**config.mk**
```make
export PLATFORM = sky130hd
export DESIGN_NAME = key_event_sequencer_flat
export DESIGN_NICKNAME = d
export VERILOG_FILES = /design/src/rtl/key_event_sequencer_if.sv /design/src/rtl/key_event_sequencer.sv /design/src/flat_wrapper.sv
export SDC_FILE = /design/constraint.sdc
export NUM_CORES = 1
export LEC_CHECK = 0
export CORE_MARGIN = 1
export CORE_UTILIZATION = 42
export CTS_CLUSTER_SIZE = 16
export DETAILED_ROUTE_END_ITERATION = 10
export HOLD_SLACK_MARGIN = 0.02
export PLACE_DENSITY = 0.66
export SYNTH_ARGS = -nofsm -noshare
export SYNTH_HDL_FRONTEND = slang
export SYNTH_SLANG_ARGS = --single-unit
```
**constraint.sdc**
```tcl
create_clock -name clk -period 3.8 [get_ports clk]
set_input_delay 0.38 -clock clk [delete_from_list [all_inputs] [get_ports clk]]
set_output_delay 0.38 -clock clk [all_outputs]
set_load 0.005 [all_outputs]
```
**src/rtl/key_event_sequencer_if.sv**
```systemverilog
// Signal bundle between the PS/2 receiver, scancode converter, character consumer and the sequencer.
interface key_event_sequencer_if;
   logic [7:0] rx_byte;
   logic       rx_valid;
   logic [7:0] scancode;
   logic       push_down;
   logic       push_up;
   logic [7:0] ascii_in;
   logic [7:0] out_char;
   logic       out_valid;
   logic       out_ready;
   logic       clr_err;
   logic       overrun;
   logic       overflow;

   modport master (
      output rx_byte, rx_valid, ascii_in, out_ready, clr_err,
      input  scancode, push_down, push_up, out_char, out_valid, overrun, overflow
   );

   modport slave (
      input  rx_byte, rx_valid, ascii_in, out_ready, clr_err,
      output scancode, push_down, push_up, out_char, out_valid, overrun, overflow
   );
endinterface

```
**src/rtl/key_event_sequencer.sv**
```systemverilog
// PS/2 scancode sequencer: decodes make/break/extended prefixes, pulses the converter,
// captures its ASCII result after ROM_LAT cycles and queues printable characters in a FWFT FIFO.
//
// state   | meaning
// IDLE    | waiting for a new scancode or prefix byte
// BRK     | 0xF0 seen, next byte is a released key
// EXT     | 0xE0 seen, extended key is swallowed
// EXT_BRK | 0xE0 0xF0 seen, next byte is swallowed
// ISSUE   | push_down or push_up is high this cycle
// WAIT    | converter ROM latency
// CAPT    | sample ascii_in, enqueue if printable
module key_event_sequencer #(
   parameter int FIFO_DEPTH = 4,
   parameter int ROM_LAT    = 2
) (
   input logic                 clk,
   input logic                 reset,
   key_event_sequencer_if.slave bus
);
   localparam int AW = $clog2(FIFO_DEPTH);
   localparam int CW = (ROM_LAT < 2) ? 1 : $clog2(ROM_LAT);

   typedef enum logic [2:0] {IDLE, BRK, EXT, EXT_BRK, ISSUE, WAIT, CAPT} state_t;

   state_t         state, state_nxt;
   logic [7:0]     scan_nxt;
   logic           is_make, make_nxt;
   logic [CW-1:0]  cnt, cnt_nxt;
   logic           capt_write;
   logic           busy;
   logic           modifier;

   logic [7:0]     mem [FIFO_DEPTH];
   logic [AW-1:0]  wr_ptr, rd_ptr;
   logic [AW:0]    count;
   logic           full, pop, wr_ok, drop;

   assign modifier = (bus.scancode == 8'h12) || (bus.scancode == 8'h59) ||
                     (bus.scancode == 8'h58) || (bus.scancode == 8'h0E);
   assign busy     = (state == ISSUE) || (state == WAIT) || (state == CAPT);

   always_comb begin
      state_nxt  = state;
      scan_nxt   = bus.scancode;
      make_nxt   = is_make;
      cnt_nxt    = cnt;
      capt_write = 1'b0;
      case (state)
         IDLE: if (bus.rx_valid) begin
            if (bus.rx_byte == 8'hF0)      state_nxt = BRK;
            else if (bus.rx_byte == 8'hE0) state_nxt = EXT;
            else begin
               scan_nxt  = bus.rx_byte;
               make_nxt  = 1'b1;
               state_nxt = ISSUE;
            end
         end
         BRK: if (bus.rx_valid) begin
            scan_nxt  = bus.rx_byte;
            make_nxt  = 1'b0;
            state_nxt = ISSUE;
         end
         EXT: if (bus.rx_valid) state_nxt = (bus.rx_byte == 8'hF0) ? EXT_BRK : IDLE;
         EXT_BRK: if (bus.rx_valid) state_nxt = IDLE;
         ISSUE: begin
            if (!is_make)         state_nxt = IDLE;
            else if (ROM_LAT < 2) state_nxt = CAPT;
            else begin
               state_nxt = WAIT;
               cnt_nxt   = CW'(ROM_LAT - 1);
            end
         end
         WAIT: begin
            cnt_nxt = cnt - 1'b1;
            if (cnt <= CW'(1)) state_nxt = CAPT;
         end
         CAPT: begin
            capt_write = (bus.ascii_in != 8'h00) && !modifier;
            state_nxt  = IDLE;
         end
         default: state_nxt = IDLE;
      endcase
   end

   // Pulses are registered from the next state so they line up with ISSUE.
   always_ff @(posedge clk or posedge reset) begin
      if (reset) begin
         state         <= IDLE;
         bus.scancode  <= 8'h00;
         is_make       <= 1'b0;
         cnt           <= '0;
         bus.push_down <= 1'b0;
         bus.push_up   <= 1'b0;
      end else begin
         state         <= state_nxt;
         bus.scancode  <= scan_nxt;
         is_make       <= make_nxt;
         cnt           <= cnt_nxt;
         bus.push_down <= (state_nxt == ISSUE) && make_nxt;
         bus.push_up   <= (state_nxt == ISSUE) && !make_nxt;
      end
   end

   assign full  = (count == (AW+1)'(FIFO_DEPTH));
   assign pop   = (count != '0) && bus.out_ready;
   assign wr_ok = capt_write && (!full || pop);
   assign drop  = capt_write && full && !pop;

   always_ff @(posedge clk) begin
      if (wr_ok) mem[wr_ptr] <= bus.ascii_in;
   end

   always_ff @(posedge clk or posedge reset) begin
      if (reset) begin
         wr_ptr <= '0;
         rd_ptr <= '0;
         count  <= '0;
      end else begin
         if (wr_ok) wr_ptr <= wr_ptr + 1'b1;
         if (pop)   rd_ptr <= rd_ptr + 1'b1;
         if (wr_ok && !pop)      count <= count + 1'b1;
         else if (pop && !wr_ok) count <= count - 1'b1;
      end
   end

   assign bus.out_valid = (count != '0);
   assign bus.out_char  = (count != '0) ? mem[rd_ptr] : 8'h00;

   // A set event in the same cycle as clr_err keeps the flag high.
   always_ff @(posedge clk or posedge reset) begin
      if (reset) begin
         bus.overrun  <= 1'b0;
         bus.overflow <= 1'b0;
      end else begin
         if (bus.rx_valid && busy) bus.overrun <= 1'b1;
         else if (bus.clr_err)     bus.overrun <= 1'b0;
         if (drop)                 bus.overflow <= 1'b1;
         else if (bus.clr_err)     bus.overflow <= 1'b0;
      end
   end
endmodule

```
**src/flat_wrapper.sv**
```systemverilog
// flat-port wrapper written by rule: the top's interface ports become plain ports
module key_event_sequencer_flat 
#(
   parameter int FIFO_DEPTH = 4,
   parameter int ROM_LAT    = 2
)
  (clk, reset, bus_rx_byte, bus_rx_valid, bus_ascii_in, bus_out_ready, bus_clr_err, bus_scancode, bus_push_down, bus_push_up, bus_out_char, bus_out_valid, bus_overrun, bus_overflow);
  key_event_sequencer_if bus_i ();
  input logic clk;
  input logic reset;
  input wire logic [$bits(bus_i.rx_byte)-1:0] bus_rx_byte;
  input wire logic [$bits(bus_i.rx_valid)-1:0] bus_rx_valid;
  input wire logic [$bits(bus_i.ascii_in)-1:0] bus_ascii_in;
  input wire logic [$bits(bus_i.out_ready)-1:0] bus_out_ready;
  input wire logic [$bits(bus_i.clr_err)-1:0] bus_clr_err;
  output wire logic [$bits(bus_i.scancode)-1:0] bus_scancode;
  output wire logic [$bits(bus_i.push_down)-1:0] bus_push_down;
  output wire logic [$bits(bus_i.push_up)-1:0] bus_push_up;
  output wire logic [$bits(bus_i.out_char)-1:0] bus_out_char;
  output wire logic [$bits(bus_i.out_valid)-1:0] bus_out_valid;
  output wire logic [$bits(bus_i.overrun)-1:0] bus_overrun;
  output wire logic [$bits(bus_i.overflow)-1:0] bus_overflow;
  assign bus_i.rx_byte = bus_rx_byte;
  assign bus_i.rx_valid = bus_rx_valid;
  assign bus_i.ascii_in = bus_ascii_in;
  assign bus_i.out_ready = bus_out_ready;
  assign bus_i.clr_err = bus_clr_err;
  assign bus_scancode = bus_i.scancode;
  assign bus_push_down = bus_i.push_down;
  assign bus_push_up = bus_i.push_up;
  assign bus_out_char = bus_i.out_char;
  assign bus_out_valid = bus_i.out_valid;
  assign bus_overrun = bus_i.overrun;
  assign bus_overflow = bus_i.overflow;
  key_event_sequencer #(.FIFO_DEPTH(FIFO_DEPTH), .ROM_LAT(ROM_LAT)) u_core (.clk(clk), .reset(reset), .bus(bus_i));
endmodule
```
==> results.sh <==
export IMPL_outcome="finished clean"
export IMPL_num_vias=1373
export IMPL_yosysTopAreaCell="edfxtp_1"
export IMPL_power_internal_mw=1.43
export IMPL_diodes=0
export IMPL_ys_ff_latch=55
export IMPL_worst_hold_path_type="flop to flop"
export IMPL_grt_start_max_net_pins=24
export IMPL_numCtsBuffers=5
export IMPL_clock_fmax_mhz=382
export IMPL_cts_path_max_buffers=2
export IMPL_p_leak_nw=1.13
export IMPL_die_w_um=77.9
export IMPL_cp_start_kind="flop"
export IMPL_p_total_mw=2.06
export IMPL_crit_required_ns=3.42
export IMPL_ctsResizeCount=0
export IMPL_syn_num_nets=181
export IMPL_drtIter0Drc=100
export IMPL_timing_rr_start="u_core.bus.scancode[1]"
export IMPL_ys_warn_count=0
export IMPL_via_per_inst=5.07
export IMPL_final_nets=225
export IMPL_syn2layout_area_growth_pct=24.1
export IMPL_drt_first_pass_iters=5
export IMPL_report_final_hold_viol_count=0
export IMPL_ios=42
export IMPL_final_area_mm2=0.00300
export IMPL_dieArea_mm2=0.00607
export IMPL_worstSetupStartpoint="u_core.rd_ptr[0]"
export IMPL_ys_types=34
export IMPL_fin_skew_ns=0.0130
export IMPL_pwr_share_comb=0.374
export IMPL_p_seq_frac=0.461
export IMPL_crit_chain="mux4_2 -> and2_1 -> clkdlybuf4s50_1"
export IMPL_grt_overflow_total=0
export IMPL_synthCells=154
export IMPL_grt_use_total=0.162
export IMPL_setup_violations=0
export IMPL_n_fill_cell=459
export IMPL_hold_start="u_core.count[2]"
export IMPL_synth_avg_cell_area_um2=15.7
export IMPL_layout_min_cycle_time_ns=2.62
export IMPL_fin_cells=271
export IMPL_max_slew_margin=0.401
export IMPL_synth_top_cell_area_share=0.397
export IMPL_vdd_drop_max_mv=0.333
export IMPL_syn_area_mm2=0.00242
export IMPL_post_route_period_util=0.689
export IMPL_worst_pin_slew_ns=0.898
export IMPL_power_density_mw_per_mm2=684
export IMPL_cts_tree="done"
export IMPL_clock_sinks=55
export IMPL_swShare=0.303
export IMPL_drc=0
export IMPL_clkSlewWorstSetupHoldPaths_ns=0.11
export IMPL_critPathKind="flop to primary output"
export IMPL_cp_max_fo=10
export IMPL_rsz0062_at_grt="false"
export IMPL_cap_violations=0
export IMPL_avgRoutedWirePerCell_um=16.5
export IMPL_slew_violations=0
export IMPL_post_cts_setup_buffers=0
export IMPL_fin_util=0.542
export IMPL_gp_congestion=0.773
export IMPL_start_util=0.437
export IMPL_wirelength_um=4460
export IMPL_tns_ns=0
export IMPL_yosysSeqAreaShare=0.635
export IMPL_port_buffers=41
export IMPL_root_buffer="clkbuf_8"
export IMPL_hold_buffers=0
export IMPL_slowest_delay_ns=0.73
export IMPL_dp_cells=263
export IMPL_cts_max_level=2
export IMPL_synth_area_top_cells="edfxtp_1 (40%), dfrtp_1 (24%), mux4_2 (7.4%)"
export IMPL_antenna_found_initial=0
export IMPL_drt_antenna_violating_nets=0
export IMPL_place_area_mm2=0.00291
export IMPL_die_h_um=77.9
export IMPL_coreArea_mm2=0.00554
export IMPL_grt_pass1_vias=1456
export IMPL_final_layout_size_suffix_gt1_frac=0.166
export IMPL_insertion_delay_ns=0.31
export IMPL_cp_slowest_cell="dfrtp_1"
export IMPL_dpl_hpwl_um=3160
export IMPL_netSwitchingPower_mw=0.623
export IMPL_cp_arrival_ns=2.24
export IMPL_rows=27
export IMPL_cp_end_kind="primary output"
export IMPL_grt_pass1_wl_um=7400
export IMPL_p_clk_frac=0.165
## worst max-delay path, delay by kind of cell, from the launching register on
family	cells	cell delay [ns]
buf+inv	1	0.45
flops	1	0.73
mux	1	0.57
simple gates	1	0.17
## cell usage in the layout (no fill, tap or decap), types with 2 or more instances in the layout
master,instances
a21oi_1,3
ha_1,5
mux4_2,8
nor2b_1,2
xor2_1,2
mux2_4,9
clkdlybuf4s50_1,41
clkbuf_8,6
xnor2_1,4
nor2_1,5
o21ai_0,7
and2_1,13
nor4_1,2
nor3b_2,2
dfrtp_1,23
inv_1,7
nand2_1,8
nor3b_1,2
edfxtp_1,32
nand3_1,2
## power groups by stage
stage	combinational, mW	sequential, mW	clock (mW)
floorplan	0.501	0.870	0
global placement	0.757	0.951	0
detailed placement	0.775	0.961	0
CTS	0.780	0.951	0.346
global route	0.839	0.980	0.373
finish	0.768	0.948	0.339
## sequential cells by signal, summed over array words and instances, names as in the netlist
signal / flops
u_core.wr_ptr: 2
u_core.bus.push_up: 1
u_core.state: 3
u_core.bus.scancode: 8
u_core.rd_ptr: 2
u_core.bus.overrun: 1
u_core.bus.overflow: 1
u_core.is_make: 1
u_core.mem: 32
u_core.bus.push_down: 1
u_core.count: 3
## cell families after synthesis
| group | share of synthesized area |
|---|---|
| simple gates | 0.109 |
| fa+ha+maj | 0.0341 |
| compound gates | 0.0481 |
| xor+xnor | 0.0217 |
| mux | 0.135 |
| buf+inv | 0.0176 |
| flops | 0.635 |
## cell type report
type / instances / area [um^2] / area share
Sequential cell: 55 / 1540 / 0.511
Multi-Input combinational cell: 88 / 842 / 0.280
Timing Repair Buffer: 41 / 410 / 0.137
Tap cell: 72 / 90.1 / 0.0300
Clock buffer: 6 / 82.6 / 0.0275
Inverter: 7 / 26.3 / 0.00875
Clock inverter: 2 / 16.3 / 0.00541
## per-stage QoR
stage               setup slack [ns]  hold WS (ns)
floorplan                       1.64         0.382
CTS                             1.13         0.506
finish                          1.18         0.504
detailed placement             0.992         0.490
global placement                1.11         0.465
global route                    1.05         0.548
## cells in the mapped netlist
cell type and number:
edfxtp_1 32, dfrtp_1 23, and2_1 13, mux2_4 9, mux4_2 8, nand2_1 8, inv_1 7, o21ai_0 7
ha_1 5, nor2_1 5, xnor2_1 4, a21oi_1 3, clkbuf_1 3, nand3_1 2, nor2b_1 2, nor3b_1 2
nor3b_2 2, nor4_1 2, xor2_1 2, a211oi_1 1, and3b_1 1, and4b_1 1, buf_2 1, fa_1 1
mux2_2 1, nand3b_1 1, nand4_2 1, o211a_4 1, o21a_1 1, o21ai_4 1, o22ai_1 1, o32a_2 1
or3_1 1, or4b_4 1
## worst paths after layout
kind / endpoint / slack [ns] / depth (start not counted)
max in group asynchronous: u_core.count[0] / 2.69 / 2
worst min register to register: u_core.count[2] / 0.50 / 1
worst min-delay path: u_core.count[2] / 0.50 / 1
min in group asynchronous: u_core.count[2] / 0.55 / 2
worst max-delay path: bus_out_char[2] / 1.18 / 3
worst max register to register: u_core.count[2] / 1.44 / 9
## routing by layer
layer / up-vias / part of all wire / GRT usage
li1: 653 / - / -
met1: 672 / 0.44 / 0.214
met2: 43 / 0.51 / 0.276
met3: 5 / 0.042 / 0.0365
met4: 0 / 0.0063 / 0.0333
met5: - / 0 / 0
Power figures use the tool's default switching activity.
